`src/rtl/ysyx_rou.sv`:
```
// ysyx_rou: in-order commit buffer that collects out-of-order completions by tag and retires them in program order.
// Optional YSYX_ROU_BYPASS_EN lets a completion to the head entry retire in the same cycle.
module ysyx_rou #(
  parameter int ROB_SIZE   = 4,
  parameter int REG_ADDR_W = 4,
  parameter int XLEN       = 32,
  parameter int TAG_W      = $clog2(ROB_SIZE)
) (
  input  logic                  clock,
  input  logic                  reset,
  input  logic                  idu_valid,
  input  logic [REG_ADDR_W-1:0] idu_rd,
  output logic                  idu_ready,
  output logic [TAG_W-1:0]      idu_tag,
  input  logic                  exu_valid,
  input  logic [TAG_W-1:0]      exu_tag,
  input  logic [XLEN-1:0]       exu_result,
  input  logic                  exu_mispredict,
  output logic                  reg_write_en,
  output logic [REG_ADDR_W-1:0] waddr,
  output logic [XLEN-1:0]       wdata,
  output logic                  bad_speculation,
  output logic                  out_empty
);

  localparam logic [TAG_W:0] CNT_FULL = (TAG_W+1)'(ROB_SIZE);

  logic [ROB_SIZE-1:0]   valid_q;
  logic [ROB_SIZE-1:0]   done_q;
  logic [ROB_SIZE-1:0]   misp_q;
  logic [REG_ADDR_W-1:0] rd_q   [ROB_SIZE];
  logic [XLEN-1:0]       data_q [ROB_SIZE];
  logic [TAG_W-1:0]      head_q;
  logic [TAG_W-1:0]      tail_q;
  logic [TAG_W:0]        count_q;

  logic            head_ready;
  logic            cpl_hit;
  logic            cpl_fire;
  logic            commit;
  logic            flush;
  logic            disp;
  logic [XLEN-1:0] cm_data;
  logic            cm_misp;

  assign head_ready = valid_q[head_q] & done_q[head_q];
  assign cpl_hit    = exu_valid & valid_q[exu_tag] & ~done_q[exu_tag];

`ifdef YSYX_ROU_BYPASS_EN
  logic bypass_hit;
  // A fresh completion to the head retires straight from the execute bus.
  assign bypass_hit = cpl_hit & (exu_tag == head_q);
  assign commit     = head_ready | bypass_hit;
  assign cm_data    = bypass_hit ? exu_result     : data_q[head_q];
  assign cm_misp    = bypass_hit ? exu_mispredict : misp_q[head_q];
`else
  assign commit     = head_ready;
  assign cm_data    = data_q[head_q];
  assign cm_misp    = misp_q[head_q];
`endif

  assign flush     = commit & cm_misp;
  assign cpl_fire  = cpl_hit & ~flush;
  assign idu_ready = (count_q != CNT_FULL) & ~flush;
  assign disp      = idu_valid & idu_ready;
  assign idu_tag   = tail_q;
  assign out_empty = (count_q == '0);

  assign reg_write_en    = commit & (rd_q[head_q] != '0);
  assign waddr           = commit ? rd_q[head_q] : '0;
  assign wdata           = commit ? cm_data : '0;
  assign bad_speculation = flush;

  // Control state: entry flags and pointers.
  always_ff @(posedge clock or negedge reset) begin
    if (!reset) begin
      valid_q <= '0;
      done_q  <= '0;
      misp_q  <= '0;
      head_q  <= '0;
      tail_q  <= '0;
      count_q <= '0;
    end else if (flush) begin
      valid_q <= '0;
      head_q  <= '0;
      tail_q  <= '0;
      count_q <= '0;
    end else begin
      if (cpl_fire) begin
        done_q[exu_tag] <= 1'b1;
        misp_q[exu_tag] <= exu_mispredict;
      end
      for (int i = 0; i < ROB_SIZE; i++) begin
        if (commit && head_q == TAG_W'(i)) valid_q[i] <= 1'b0;
        if (disp && tail_q == TAG_W'(i)) begin
          valid_q[i] <= 1'b1;
          done_q[i]  <= 1'b0;
          misp_q[i]  <= 1'b0;
        end
      end
      if (commit) head_q <= head_q + 1'b1;
      if (disp)   tail_q <= tail_q + 1'b1;
      case ({disp, commit})
        2'b10:   count_q <= count_q + 1'b1;
        2'b01:   count_q <= count_q - 1'b1;
        default: count_q <= count_q;
      endcase
    end
  end

  // Payload storage: only meaningful while the matching valid bit is set.
  always_ff @(posedge clock) begin
    if (disp)     rd_q[tail_q]    <= idu_rd;
    if (cpl_fire) data_q[exu_tag] <= exu_result;
  end

endmodule

```
`config.mk`:
```
export PLATFORM = sky130hd
export DESIGN_NAME = ysyx_rou
export DESIGN_NICKNAME = d
export VERILOG_FILES = /design/src/rtl/ysyx_rou.sv
export SDC_FILE = /design/constraint.sdc
export NUM_CORES = 1
export LEC_CHECK = 0
export CORE_ASPECT_RATIO = 1.75
export CORE_UTILIZATION = 45
export DETAILED_ROUTE_END_ITERATION = 12
export PLACE_DENSITY = 0.68
export REMOVE_ABC_BUFFERS = 1
export SLEW_MARGIN = 20
export SYNTH_ARGS = -nofsm -noshare
export SYNTH_HDL_FRONTEND = slang
export SYNTH_SLANG_ARGS = --single-unit
```
`constraint.sdc`:
```
create_clock -name clock -period 9.53 [get_ports clock]
set_input_delay 1.906 -clock clock [delete_from_list [all_inputs] [get_ports clock]]
set_output_delay 1.906 -clock clock [all_outputs]
set_load 0.01 [all_outputs]
```
# After elaboration in Yosys (flattened, before gate mapping)
# Memory sizes are Yosys's and may differ from the RTL's.
# Cells that the tools add are included.
[classes]
addsub = 4
magnitude_cmp = 3
eq_ne = 9
n_mux = 44
n_bitwise = 11
n_reduce_logical = 28
[ops]
columns = ["operator", "n"]
rows = [
  ["2-to-1 mux 32 bit", 1],
  ["2-to-1 mux 1 bit", 26],
  ["2-to-1 mux 4 bit", 4],
  ["nonzero test 3 bit", 5],
  ["nonzero test 2 bit", 6],
  ["binary-select mux 1 bit (select 2 bit)", 5],
  ["equality test 2 bit (second input constant)", 5],
  ["logical AND 1 bit", 9],
  ["bitwise AND 1 bit", 8],
  ["2-to-1 mux 2 bit", 4],
  ["AND reduction 2 bit", 4],
  ["equality test 2 x 1 -> 1 bit (second input constant)", 3],
  ["less-than comparator 2 x 3 -> 1 bit (second input constant)", 2],
  ["one-hot mux 3 bit (2 select lines)", 1],
  ["adder 2 x 1 -> 2 bit (second input constant)", 2],
  ["bitwise mux 4 bit", 1],
  ["logical NOT 2 bit", 2],
  ["OR 4 bit", 1],
  ["nonzero test 4 bit", 1],
  ["adder 3 x 1 -> 3 bit (second input constant)", 1],
  ["logical NOT 3 bit", 1],
  ["2-to-1 mux 3 bit", 1],
  ["inequality test 3 bit (second input constant)", 1],
  ["subtractor 3 x 1 -> 3 bit (second input constant)", 1],
  ["3 further kinds", 4],
]
[totals]
reg_bits = 19
mem_bits_rw = 144
in_bits = 43
out_inout_bits = 42
n_memories = 2
[mem_list]
columns = ["memory", "depth", "width", "read_ports", "rd_ports_with_merged_regs", "write_ports", "line", "source"]
rows = [
  ["data_q", 4, 32, 1, 0, 1, "32", "logic [XLEN-1:0] data_q [ROB_SIZE];"],
  ["rd_q", 4, 4, 1, 0, 1, "31", "logic [REG_ADDR_W-1:0] rd_q [ROB_SIZE];"],
]

# Longest topological paths before layout
# Gate-level depths: netlist (run 1).
[depth]
word_depth = 10
ltp_mapped = 9
depth_no_buf = 7

# Worst setup path after synthesis (run 1)
# Ideal clock, no wire load.
[synth_path]
path_type = "input to register"
from = "input exu_tag[0]"
to = "register misp_q[0]"
t_arrival_ns = 4.311
setup_slack_ns = 5.094
cell_stages = 5
n_path_buf = 0
path_cell_list = "nor4b_1 nand2_1 a21oi_1 mux2i_1 nor2_1"
[synth_via]
elab_chain_cells = 7
elab_cells_between_ends = 18
cone_classes = "order compare: 2; mux: 9; bitwise: 4; reduce/logical: 3"
[synth_rtl]
columns = ["element", "line", "source"]
rows = [
  ["start, declared", "16", "input logic [TAG_W-1:0] exu_tag,"],
  ["less-than comparator 2 x 3 -> 1 bit (implied by the code) (tied with other cells)", "91", "misp_q[exu_tag] <= exu_mispredict;"],
  ["logical AND 1 bit (implied by the code) or 2-to-1 mux 1 bit (tied branches)", "91, 47", ""],
  ["2-to-1 mux 1 bit (implied by the code) (tied with other cells)", "91", ""],
  ["demux 1 bit (select 2 bit) or bitwise AND 1 bit (tied branches)", "91, 47", ""],
  ["bitwise mux 4 bit or bitwise AND 1 bit (tied branches)", "91, 63", ""],
  ["2-to-1 mux 4 bit or nonzero test 2 bit (tied branches)", "--", ""],
  ["2-to-1 mux 1 bit or AND reduction 2 bit (tied branches)", "--", ""],
  ["end signal, assigned by index", "91", ""],
  ["end, declared", "30", "logic [ROB_SIZE-1:0] misp_q;"],
]
# Parallel ways exist; a longest one is shown, timed or not. The select of a mux whose other input is x is not followed.
# A chain may end at the register's enable or synchronous reset.

# Worst setup path in the final report (run 1)
[layout_path]
from = "register head_q[1]"
to = "output idu_ready"
[layout_via]
elab_chain_cells = 6
elab_cells_between_ends = 10
cone_classes = "mux: 6; bitwise: 4"
[layout_rtl]
columns = ["element", "line", "source"]
rows = [
  ["start, declared", "33", "logic [TAG_W-1:0] head_q;"],
  ["start signal, assigned", "101", "if (commit) head_q <= head_q + 1'b1;"],
  ["binary-select mux 1 bit (select 2 bit)", "46", "assign head_ready = valid_q[head_q] & done_q[head_q];"],
  ["2-to-1 mux 1 bit (implied by the code)", "46", ""],
  ["bitwise AND 1 bit", "46", ""],
  ["bitwise AND 1 bit (*)", "62", "assign flush = commit & cm_misp;"],
  ["NOT 1 bit (no source line) (*)", "--", ""],
  ["bitwise AND 1 bit (*)", "64", "assign idu_ready = (count_q != CNT_FULL) & ~flush;"],
  ["end, declared", "13", "output logic idu_ready,"],
]
# Mark *: on every way between the ends. The rest lies on a longest branch, timed or not. The select of a mux whose other input is x is not followed.

==> results by group, run 1 <==
Global routing
  – Vias in the first global route: 3,740
  – GRT overflow: 0
  – Initial antenna violation count: 0
  – All-Layer GR Usage: 18.1%
  – Largest net degree at the start of global routing: 48
  – First-pass GRT wire length: 19.9 mm

Hold path
  – Hold Crit Class: register to register
  – Hold depth: 2

STA
  – Final hold violations: 0
  – Final setup viols: 0
  – Final max-slew violation count: 0
  – Slew headroom: 33.9%
  – Worst Max-Slew Pin Slew: 0.991 ns
  – Fmax: 196 MHz
  – Worst setup margin: 4.43 ns
  – Period utilisation layout: 53.5%
  – Fin crit period: 5.10 ns
  – RSZ-0062 raised after global routing: no
  – Setup_tns: 0 ns
  – Final clock skew: 0.00925 ns

Critical path
  – CP peak stage delay: 0.78 ns
  – Crit path DAT: 3.19 ns
  – Crit Path Max Fanout: 45
  – Reg2reg path depth: 7
  – Levels on crit path: 5
  – Worst Path Buf+Inv: 2
  – CP max-delay cell: mux4_2
  – Delay-heaviest family, CP: buffers and inverters
  – Crit start category: register
  – Worst path cell trace: buf_4, mux4_2, and2_1, a21oi_1, clkdlybuf4s50_1
  – CP Data Required Time: 7.62 ns
  – Crit path kind: register to output port
  – CP Capture Type: output port

Synthesis
  – Mapped Avg Cell Area: 18.7 µm²
  – Mapped cell area: 6660 µm²
  – Synth unique cells: 37
  – Synth Register Bits: 163
  – Sequential-to-total area share from yosys stat: 72.0%
  – Synth top area cells: edfxtp_1 65%, mux4_2 13%, dfrtp_1 7.1%, and2_1 4.2%, ha_1 1.5%
  – Largest area contributor in the netlist: edfxtp_1
  – Yosys warnings: 0
  – Ys flop type: edfxtp_1
  – Mapped Cells: 357
  – Synth top area share: 64.9%
  – Asr flop ratio synth: 11.7%
  – EDFF count, synth: 144

Placed design
  – Gp weighted congestion: 0.812
  – DP Area: 7730 µm²
  – Post-Place Cells: 610
  – Placed wire-length estimate: 7.74 mm
  – Dpl ws: 4.84 ns
  – I/O Buffers: 84

Power and ir drop
  – P_leak: 2.76 nW
  – Total power: 0.00227 W
  – Maximum VDD drop: 0.000146 V
  – Pwr dens: 274 nW/µm²

Drt
  – Number of vias per cell: 5.47
  – DR DRC count: 0
  – Initial DRC count: 169
  – DRT Pass-1 Iters: 4
  – Wire per inst: 19.7 µm
  – Total Wirelength: 12.7 mm
  – Vias: 3,509
  – Routed Antenna Nets: 0

Clock tree
  – Worst-path clk slew: 0.07 ns
  – CTS tree: yes
  – # H-tree levels: 4
  – Root buf cell: clkbuf_16
  – Clock Latency Late Sink: 0.41 ns
  – Max clock buf depth: 2
  – Postcts setup bufs: 0
  – Clock Sinks: 163
  – TritonCTS buffer count: 17
  – Hold_buf cts: 0
  – # resized after CTS: 0

Final layout
  – Layout cells sized above 1: 18.2%
  – Filler Cells Inserted: 1,106
  – Area growth syn-to-layout: 24.3%
  – Nets: 501
  – Total area of sequential cells: 4800 µm²
  – Post-Layout Cell Count: 641
  – N_diodes: 0
  – Final instance area: 8280 µm²
  – Multi-input gate area: 1790 µm²

Die
  – Die area: 15,300 µm²
  – Initial core utilization: 46.1%
  – Core area: 14,400 µm²
  – Row count: 58
  – Die H: 163 µm
  – Width of the die: 94.0 µm
  – Top Ports: 85

Run status
  – Status: finished, final reports clean

Run
  – Max Cap Viol: 0
## cells in the final DEF (no fill, tap or decap), drive strengths merged
master and instances:
nand4 2, nand2b 1, clkdlybuf4s50 84, o31ai 2
buf 6, nor3 1, a22o 1, fa 1
clkinv 3, clkinvlp 3, or2 1, a21oi 6
o21ai 2, bufinv 1, clkbuf 18, nor2 25
a2111oi 1, o211ai 2, a21boi 1, nor4 2
mux4 39, nand2 13, inv 11, xnor2 2
a22oi 4, ha 8, a211o 1, edfxtp 144
nand4b 1, a211oi 3, mux2i 7, and2 45
nor4b 1, dfrtp 19
## cells by family (layout without fill, tap and decap cells)
kind of cell	Yosys count	count (layout)	share of synthesized area, %
flops	163	163	72.0
buf+inv	22	126	1.54
xor+xnor	2	2	0.263
simple gates	92	92	7.27
fa+ha+maj	9	9	1.80
mux	46	46	14.2
compound gates	23	23	2.87
## cells in the mapped netlist, types with 2 or more instances
cell type	instances
xnor2_1	2
nand4_1	2
clkbuf_1	9
o211ai_1	2
nor2_1	25
buf_2	5
o31ai_1	2
nand2_1	13
a21oi_1	5
mux2i_1	7
o21ai_0	2
and2_1	45
inv_1	4
ha_1	8
nor4_1	2
mux4_2	39
edfxtp_1	144
a22oi_1	4
dfrtp_1	19
## worst paths after layout
kind | startpoint | endpoint | slack, ns
max | head_q[1] | idu_ready | 4.43
min | misp_q[3] | misp_q[3] | 0.54
max reg2reg | head_q[1] | count_q[2] | 6.44
min reg2reg | misp_q[3] | misp_q[3] | 0.54
max in group asynchronous | reset | head_q[0] | 6.85
min in group asynchronous | reset | head_q[1] | 2.02
## metal layers
| metal | vias up | wire [µm] | global-route usage (%) |
|---|---|---|---|
| met1 | 1815 | 4900 | 21.1 |
| met2 | 98 | 6970 | 31.2 |
| li1 | 1573 | - | - |
| met5 | - | 0 | 0 |
| met4 | 0 | 322 | 8.46 |
| met3 | 23 | 461 | 4.39 |
## cell type report
type | instances | share of cell area [%]
Sequential cell | 163 | 58.0
Multi-Input combinational cell | 172 | 21.6
Timing Repair Buffer | 90 | 10.7
Clock buffer | 18 | 5.18
Tap cell | 180 | 2.72
Clock inverter | 13 | 1.51
Inverter | 5 | 0.257
## registers in the layout, summed over array words and instances, names as in the netlist
signal / count
done_q: 4
head_q: 2
count_q: 3
idu_tag: 2
data_q: 128
rd_q: 16
misp_q: 4
valid_q: 4
## worst register-to-register path, delay by kind of cell, from the launching register on
| kind | cells | cell delay [ns] |
|---|---|---|
| mux | 1 | 0.82 |
| buf+inv | 1 | 0.51 |
| compound gates | 2 | 0.48 |
| fa+ha+maj | 1 | 0.44 |
| simple gates | 2 | 0.41 |
| flops | 1 | 0.36 |
## report_power, final
part           leakage, nW  switching, W  internal, W
Sequential            1.54     0.0000504     0.000876
Combinational        0.961      0.000354     0.000356
Clock                0.264      0.000273     0.000362
## metrics by stage
step                      hold WS [ns]  utilization [%]
final                            0.541             57.3
after global routing             0.569             57.3
after CTS                        0.542             57.3
after detailed placement         0.529             53.5
after global placement           0.505             53.5
after floorplan                  0.481                -
(Power assumes the default switching activity.)
==> inputs of run 2 (changes only) <==
clock period = 5.3 ns   (was 9.53 ns; I/O delays follow)
==> run 2 against run 1 <==
Non-clock buffer count is 3 higher. Cell area is 0.89% higher. Largest power group unchanged. Total power increased by 84%.
==> results by group, run 2 (synthesis results as in run 1) <==
Placed design
  – Dpl ws: 1.36 ns (-3.48 ns)
  – Post-Place Cells: 613 (+0.49%)
  – I/O Buffers: 84 (unchanged)
  – Gp weighted congestion: 0.770 (-5.2%)
  – Placed wire-length estimate: 8.20 mm (+5.9%)

Die
  – Width of the die: 94.0 µm (unchanged)
  – Top Ports: 85 (unchanged)
  – Row count: 58 (unchanged)
  – Core area: 14,400 µm² (unchanged)
  – Die area: 15,300 µm² (unchanged)
  – Initial core utilization: 46.1% (unchanged)
  – Die H: 163 µm (unchanged)

Clock tree
  – Clock Latency Late Sink: 0.42 ns (about the same)
  – Clock Sinks: 163 (unchanged)
  – Hold_buf cts: 0 (unchanged)
  – Root buf cell: clkbuf_16
  – CTS tree: yes
  – # resized after CTS: 0 (unchanged)
  – TritonCTS buffer count: 17 (unchanged)
  – Postcts setup bufs: 0 (unchanged)
  – Max clock buf depth: 2 (unchanged)
  – # H-tree levels: 4 (unchanged)
  – Worst-path clk slew: 0.06 ns (about the same)

STA
  – Slew headroom: 35.1% (+1.1 points)
  – Final max-slew violation count: 0 (unchanged)
  – Setup_tns: 0 ns (unchanged)
  – Final clock skew: 0.0115 ns (+0.00224 ns)
  – Final hold violations: 0 (unchanged)
  – RSZ-0062 raised after global routing: no
  – Period utilisation layout: 80.8%
  – Final setup viols: 0 (unchanged)
  – Fin crit period: 4.28 ns
  – Worst setup margin: 1.02 ns (-3.41 ns)
  – Worst Max-Slew Pin Slew: 0.974 ns (-0.0166 ns)
  – Fmax: 234 MHz

Final layout
  – Most frequent cells in the layout: 144 x edfxtp_1, 84 x clkdlybuf4s50_1, 45 x and2_1
  – Most common cell after layout, fill and taps aside: edfxtp_1
  – Multi-input gate area: 1790 µm² (unchanged)
  – Total area of sequential cells: 4800 µm² (unchanged)
  – Most flop-heavy register: data_q
  – Final Util: 57.8% (+0.51 points)
  – Post-Layout Cell Count: 644 (+0.47%)
  – Nets: 504 (+0.60%)
  – Area growth syn-to-layout: 25.4%
  – Largest register FFs: 128 (unchanged)
  – Filler Cells Inserted: 1,104 (-0.18%)
  – Regs by FF count: data_q x128, rd_q x16
  – Layout cells sized above 1: 19.0% (+0.74 points)
  – N_diodes: 0 (unchanged)

Drt
  – Total Wirelength: 12.7 mm (+0.59%)
  – Number of vias per cell: 5.36 (-2.0%)
  – Routed Antenna Nets: 0 (unchanged)
  – Vias: 3,455 (-1.5%)
  – DRT Pass-1 Iters: 4 (unchanged)
  – Initial DRC count: 174 (+3.0%)
  – DR DRC count: 0 (unchanged)
  – Wire per inst: 19.8 µm (+0.12%)

Global routing
  – Largest net degree at the start of global routing: 48 (unchanged)
  – GRT overflow: 0 (unchanged)
  – Vias in the first global route: 3,761 (+0.56%)
  – All-Layer GR Usage: 18.3% (+0.18 points)
  – Initial antenna violation count: 0 (unchanged)
  – First-pass GRT wire length: 20.1 mm (+1.2%)

Critical path
  – Crit start category: register
  – Crit path kind: register to output port
  – CP startpoint: head_q[1]
  – Crit path DAT: 3.22 ns (+0.03 ns)
  – FF-to-FF Start: head_q[0]
  – CP Capture Type: output port
  – CP Data Required Time: 4.24 ns (-3.38 ns)
  – Crit Path Max Fanout: 47 (+4.4%)

Run status
  – Status: finished, final reports clean

Power and ir drop
  – Maximum VDD drop: 0.000273 V (+87%)
  – Pwr dens: 499 nW/µm² (+82%)
  – Total power: 0.00417 W (+84%)
  – P_leak: 2.80 nW (+1.5%)

Hold path
  – Worst hold start: misp_q[0]
  – Hold Crit Class: register to register

Run
  – Max Cap Viol: 0 (unchanged)
-- run 2: final cells by class --
| cell class | count | area share [%] |
|---|---|---|
| Clock inverter | 14 | 2.07 |
| Tap cell | 180 | 2.70 |
| Sequential cell | 163 | 57.5 |
| Clock buffer | 17 | 5.09 |
| Timing Repair Buffer | 93 | 11.0 |
| Multi-Input combinational cell | 172 | 21.4 |
| Inverter | 5 | 0.255 |
-- run 2: worst max-delay path: stages, from the launching register on --
cell and delay, ns:
dfrtp_2 0.65, inv_1 0.18, mux4_2 0.93, and2_1 0.45
clkdlybuf4s50_1 0.60
-- run 2: final timing paths --
kind,to,slack [ns],depth (start not counted)
max,bad_speculation,1.02,4
min,misp_q[0],0.52,2
max reg2reg,count_q[2],2.16,7
min reg2reg,misp_q[0],0.52,2
max in group asynchronous,head_q[1],3.51,1
min in group asynchronous,count_q[1],1.16,1
-- run 2: routing by layer --
metal | GRT usage [%] | routed length (µm) | vias to the layer above
met3 | 3.87 | 400 | 10
met2 | 33.6 | 7280 | 74
met4 | 5.87 | 142 | 0
met5 | 0 | 0 | -
met1 | 20.9 | 4910 | 1786
li1 | - | - | 1585
-- run 2: power breakdown --
part / switching (W) / internal (W)
logic: 0.000626 / 0.000646
clock network: 0.000515 / 0.000709
registers: 0.000102 / 0.00157
total: 0.00124 / 0.00293
-- run 2: metrics by stage --
step	area, µm²	hold WS (ns)
6_report	8350	0.522
5_1_grt	8350	0.555
4_1_cts	8350	0.527
2_1_floorplan	6580	0.481
3_5_place_dp	7760	0.513
3_3_place_gp	7730	0.507
==> inputs of run 3 (changes only) <==
clock period = 4.45 ns   (was 5.3 ns; I/O delays follow)
==> run 3 against run 2 <==
Final cell count stayed put. Cell area hardly changed. Sequential cell count stayed put. Sequential share of layout area hardly changed.
==> results by group, run 3 (synthesis results as in run 1) <==
Run status
  – Status: finished, final reports clean

Run
  – Max Cap Viol: 0 (unchanged)

Clock tree
  – Hold_buf cts: 0 (unchanged)
  – TritonCTS buffer count: 17 (unchanged)
  – Root buf cell: clkbuf_16
  – Max clock buf depth: 2 (unchanged)
  – Worst-path clk slew: 0.06 ns (about the same)
  – Postcts setup bufs: 0 (unchanged)
  – # resized after CTS: 0 (unchanged)
  – # H-tree levels: 4 (unchanged)
  – CTS tree: yes
  – Clock Latency Late Sink: 0.42 ns (about the same)
  – Clock Sinks: 163 (unchanged)

Final layout
  – Most common cell after layout, fill and taps aside: edfxtp_1
  – Most flop-heavy register: data_q
  – Final Util: 57.8% (about the same)
  – Final instance area: 8350 µm² (about the same)
  – N_diodes: 0 (unchanged)
  – Most frequent cells in the layout: 144 x edfxtp_1, 84 x clkdlybuf4s50_1, 45 x and2_1
  – Regs by FF count: data_q x128, rd_q x16
  – Largest register FFs: 128 (unchanged)
  – Layout cells sized above 1: 19.0% (unchanged)
  – Nets: 504 (unchanged)
  – Filler Cells Inserted: 1,095 (-0.82%)
  – Area growth syn-to-layout: 25.3% (about the same)

Critical path
  – CP Capture Type: output port
  – CP startpoint: head_q[1]
  – Crit path kind: register to output port
  – CP max-delay cell: mux4_2
  – Crit Path Max Fanout: 21 (-55%)
  – Worst path cell trace: buf_4, mux4_2, and2_1, a21oi_1, clkdlybuf4s50_1
  – Worst Path Buf+Inv: 2 (unchanged)
  – FF-to-FF Start: done_q[1]
  – Crit start category: register
  – Delay-heaviest family, CP: buffers and inverters
  – CP peak stage delay: 0.75 ns (-0.18 ns)
  – CP Data Required Time: 3.56 ns (-0.68 ns)
  – Crit path DAT: 2.95 ns (-0.27 ns)

STA
  – RSZ-0062 raised after global routing: no
  – Worst Max-Slew Pin Slew: 0.942 ns (-0.0318 ns)
  – Final setup viols: 0 (unchanged)
  – Setup_tns: 0 ns (unchanged)
  – Final max-slew violation count: 0 (unchanged)
  – Fin crit period: 3.84 ns
  – Worst setup margin: 0.613 ns (-0.407 ns)
  – Period utilisation layout: 86.2%
  – Final clock skew: 0.0105 ns (-0.000938 ns)
  – Final hold violations: 0 (unchanged)
  – Slew headroom: 37.0% (+1.9 points)
  – Fmax: 261 MHz

Die
  – Core area: 14,400 µm² (unchanged)
  – Die H: 163 µm (unchanged)
  – Row count: 58 (unchanged)
  – Width of the die: 94.0 µm (unchanged)
  – Die area: 15,300 µm² (unchanged)
  – Initial core utilization: 46.1% (unchanged)
  – Top Ports: 85 (unchanged)

Drt
  – Vias: 3,498 (+1.2%)
  – Highest metal used: met4
  – Met2 WL: 7.01 mm (-3.7%)
  – Initial DRC count: 176 (+1.1%)
  – DR DRC count: 0 (unchanged)
  – Routed Antenna Nets: 0 (unchanged)
  – Metal3 WL: 519 µm (+30%)
  – Met1 wire length: 4.93 mm (+0.39%)
  – Total Wirelength: 12.7 mm (about the same)
  – Wire per inst: 19.8 µm (about the same)
  – DRT Pass-1 Iters: 4 (unchanged)
  – Number of vias per cell: 5.43 (+1.2%)

Global routing
  – Initial antenna violation count: 0 (unchanged)
  – Vias in the first global route: 3,785 (+0.64%)
  – GRT overflow: 0 (unchanged)
  – First-pass GRT wire length: 20.3 mm (+0.96%)
  – All-Layer GR Usage: 18.4% (+0.10 points)
  – Largest net degree at the start of global routing: 35 (-27%)

Hold path
  – Worst hold start: misp_q[1]
  – Hold Crit Class: register to register

Placed design
  – Gp weighted congestion: 0.838 (+8.9%)
  – DP Area: 7750 µm² (about the same)
  – Placed wire-length estimate: 7.90 mm (-3.7%)
  – I/O Buffers: 84 (unchanged)
  – Dpl ws: 0.955 ns (-0.405 ns)

Power and ir drop
  – P_int: 0.00354 W (+21%)
  – P_sw: 0.00146 W (+17%)
  – Part of the power in the clock network: 29.5% (+0.2 points)
  – Switching share of power: 29.2% (-0.61 points)
  – Sequential group share of total power: 40.1% (about the same)
  – Pwr dens: 599 nW/µm² (+20%)
  – Maximum VDD drop: 0.000449 V (+64%)
  – Total power: 0.00500 W (+20%)
  – Combinational share of power: 30.4% (about the same)
  – P_leak: 2.80 nW (about the same)
run 3: layout make-up:
| class | instances | area (µm²) | area share (%) |
|---|---|---|---|
| multi-input combinational | 172 | 1790 | 21.5 |
| inverter | 5 | 21.3 | 0.255 |
| tap | 180 | 225 | 2.70 |
| sequential | 163 | 4800 | 57.5 |
| clock inverter | 13 | 173 | 2.07 |
| clock buffer | 18 | 429 | 5.14 |
| timing repair buffer | 93 | 908 | 10.9 |
run 3: final timing paths:
check	slack, ns	endpoint	depth (start not counted)
min in group asynchronous	1.00	count_q[0]	1
worst max register to register	1.39	count_q[2]	8
worst min-delay path	0.55	misp_q[1]	2
worst min register to register	0.55	misp_q[1]	2
max in group asynchronous	2.81	head_q[1]	1
worst max-delay path	0.61	idu_ready	5
run 3: per-stage QoR:
stage	instances	hold slack (ns)
2_1_floorplan	340	0.481
3_3_place_gp	613	0.497
3_5_place_dp	613	0.514
4_1_cts	644	0.545
5_1_grt	644	0.595
6_report	644	0.547
run 3: per-layer routing:
layer | vias up | track usage, %
li1 | 1586 | -
met4 | 0 | 8.32
met3 | 20 | 4.76
met2 | 93 | 31.9
met1 | 1799 | 21.1
met5 | - | 0
run 3: power groups by stage:
| stage | combinational (W) | clock, W | sequential [W] |
|---|---|---|---|
| finish | 0.00152 | 0.00148 | 0.00201 |
| global route | 0.00166 | 0.00157 | 0.00203 |
| CTS | 0.00155 | 0.00151 | 0.00200 |
| detailed placement | 0.00155 | 0 | 0.00203 |
| global placement | 0.00153 | 0 | 0.00202 |
| floorplan | 0.000841 | 0 | 0.00208 |
run 3: worst min-delay path, cell delays in order, from the launching register on:
cell and delay [ns]:
dfrtp_1 0.35, mux2i_1 0.07, nor2_1 0.09
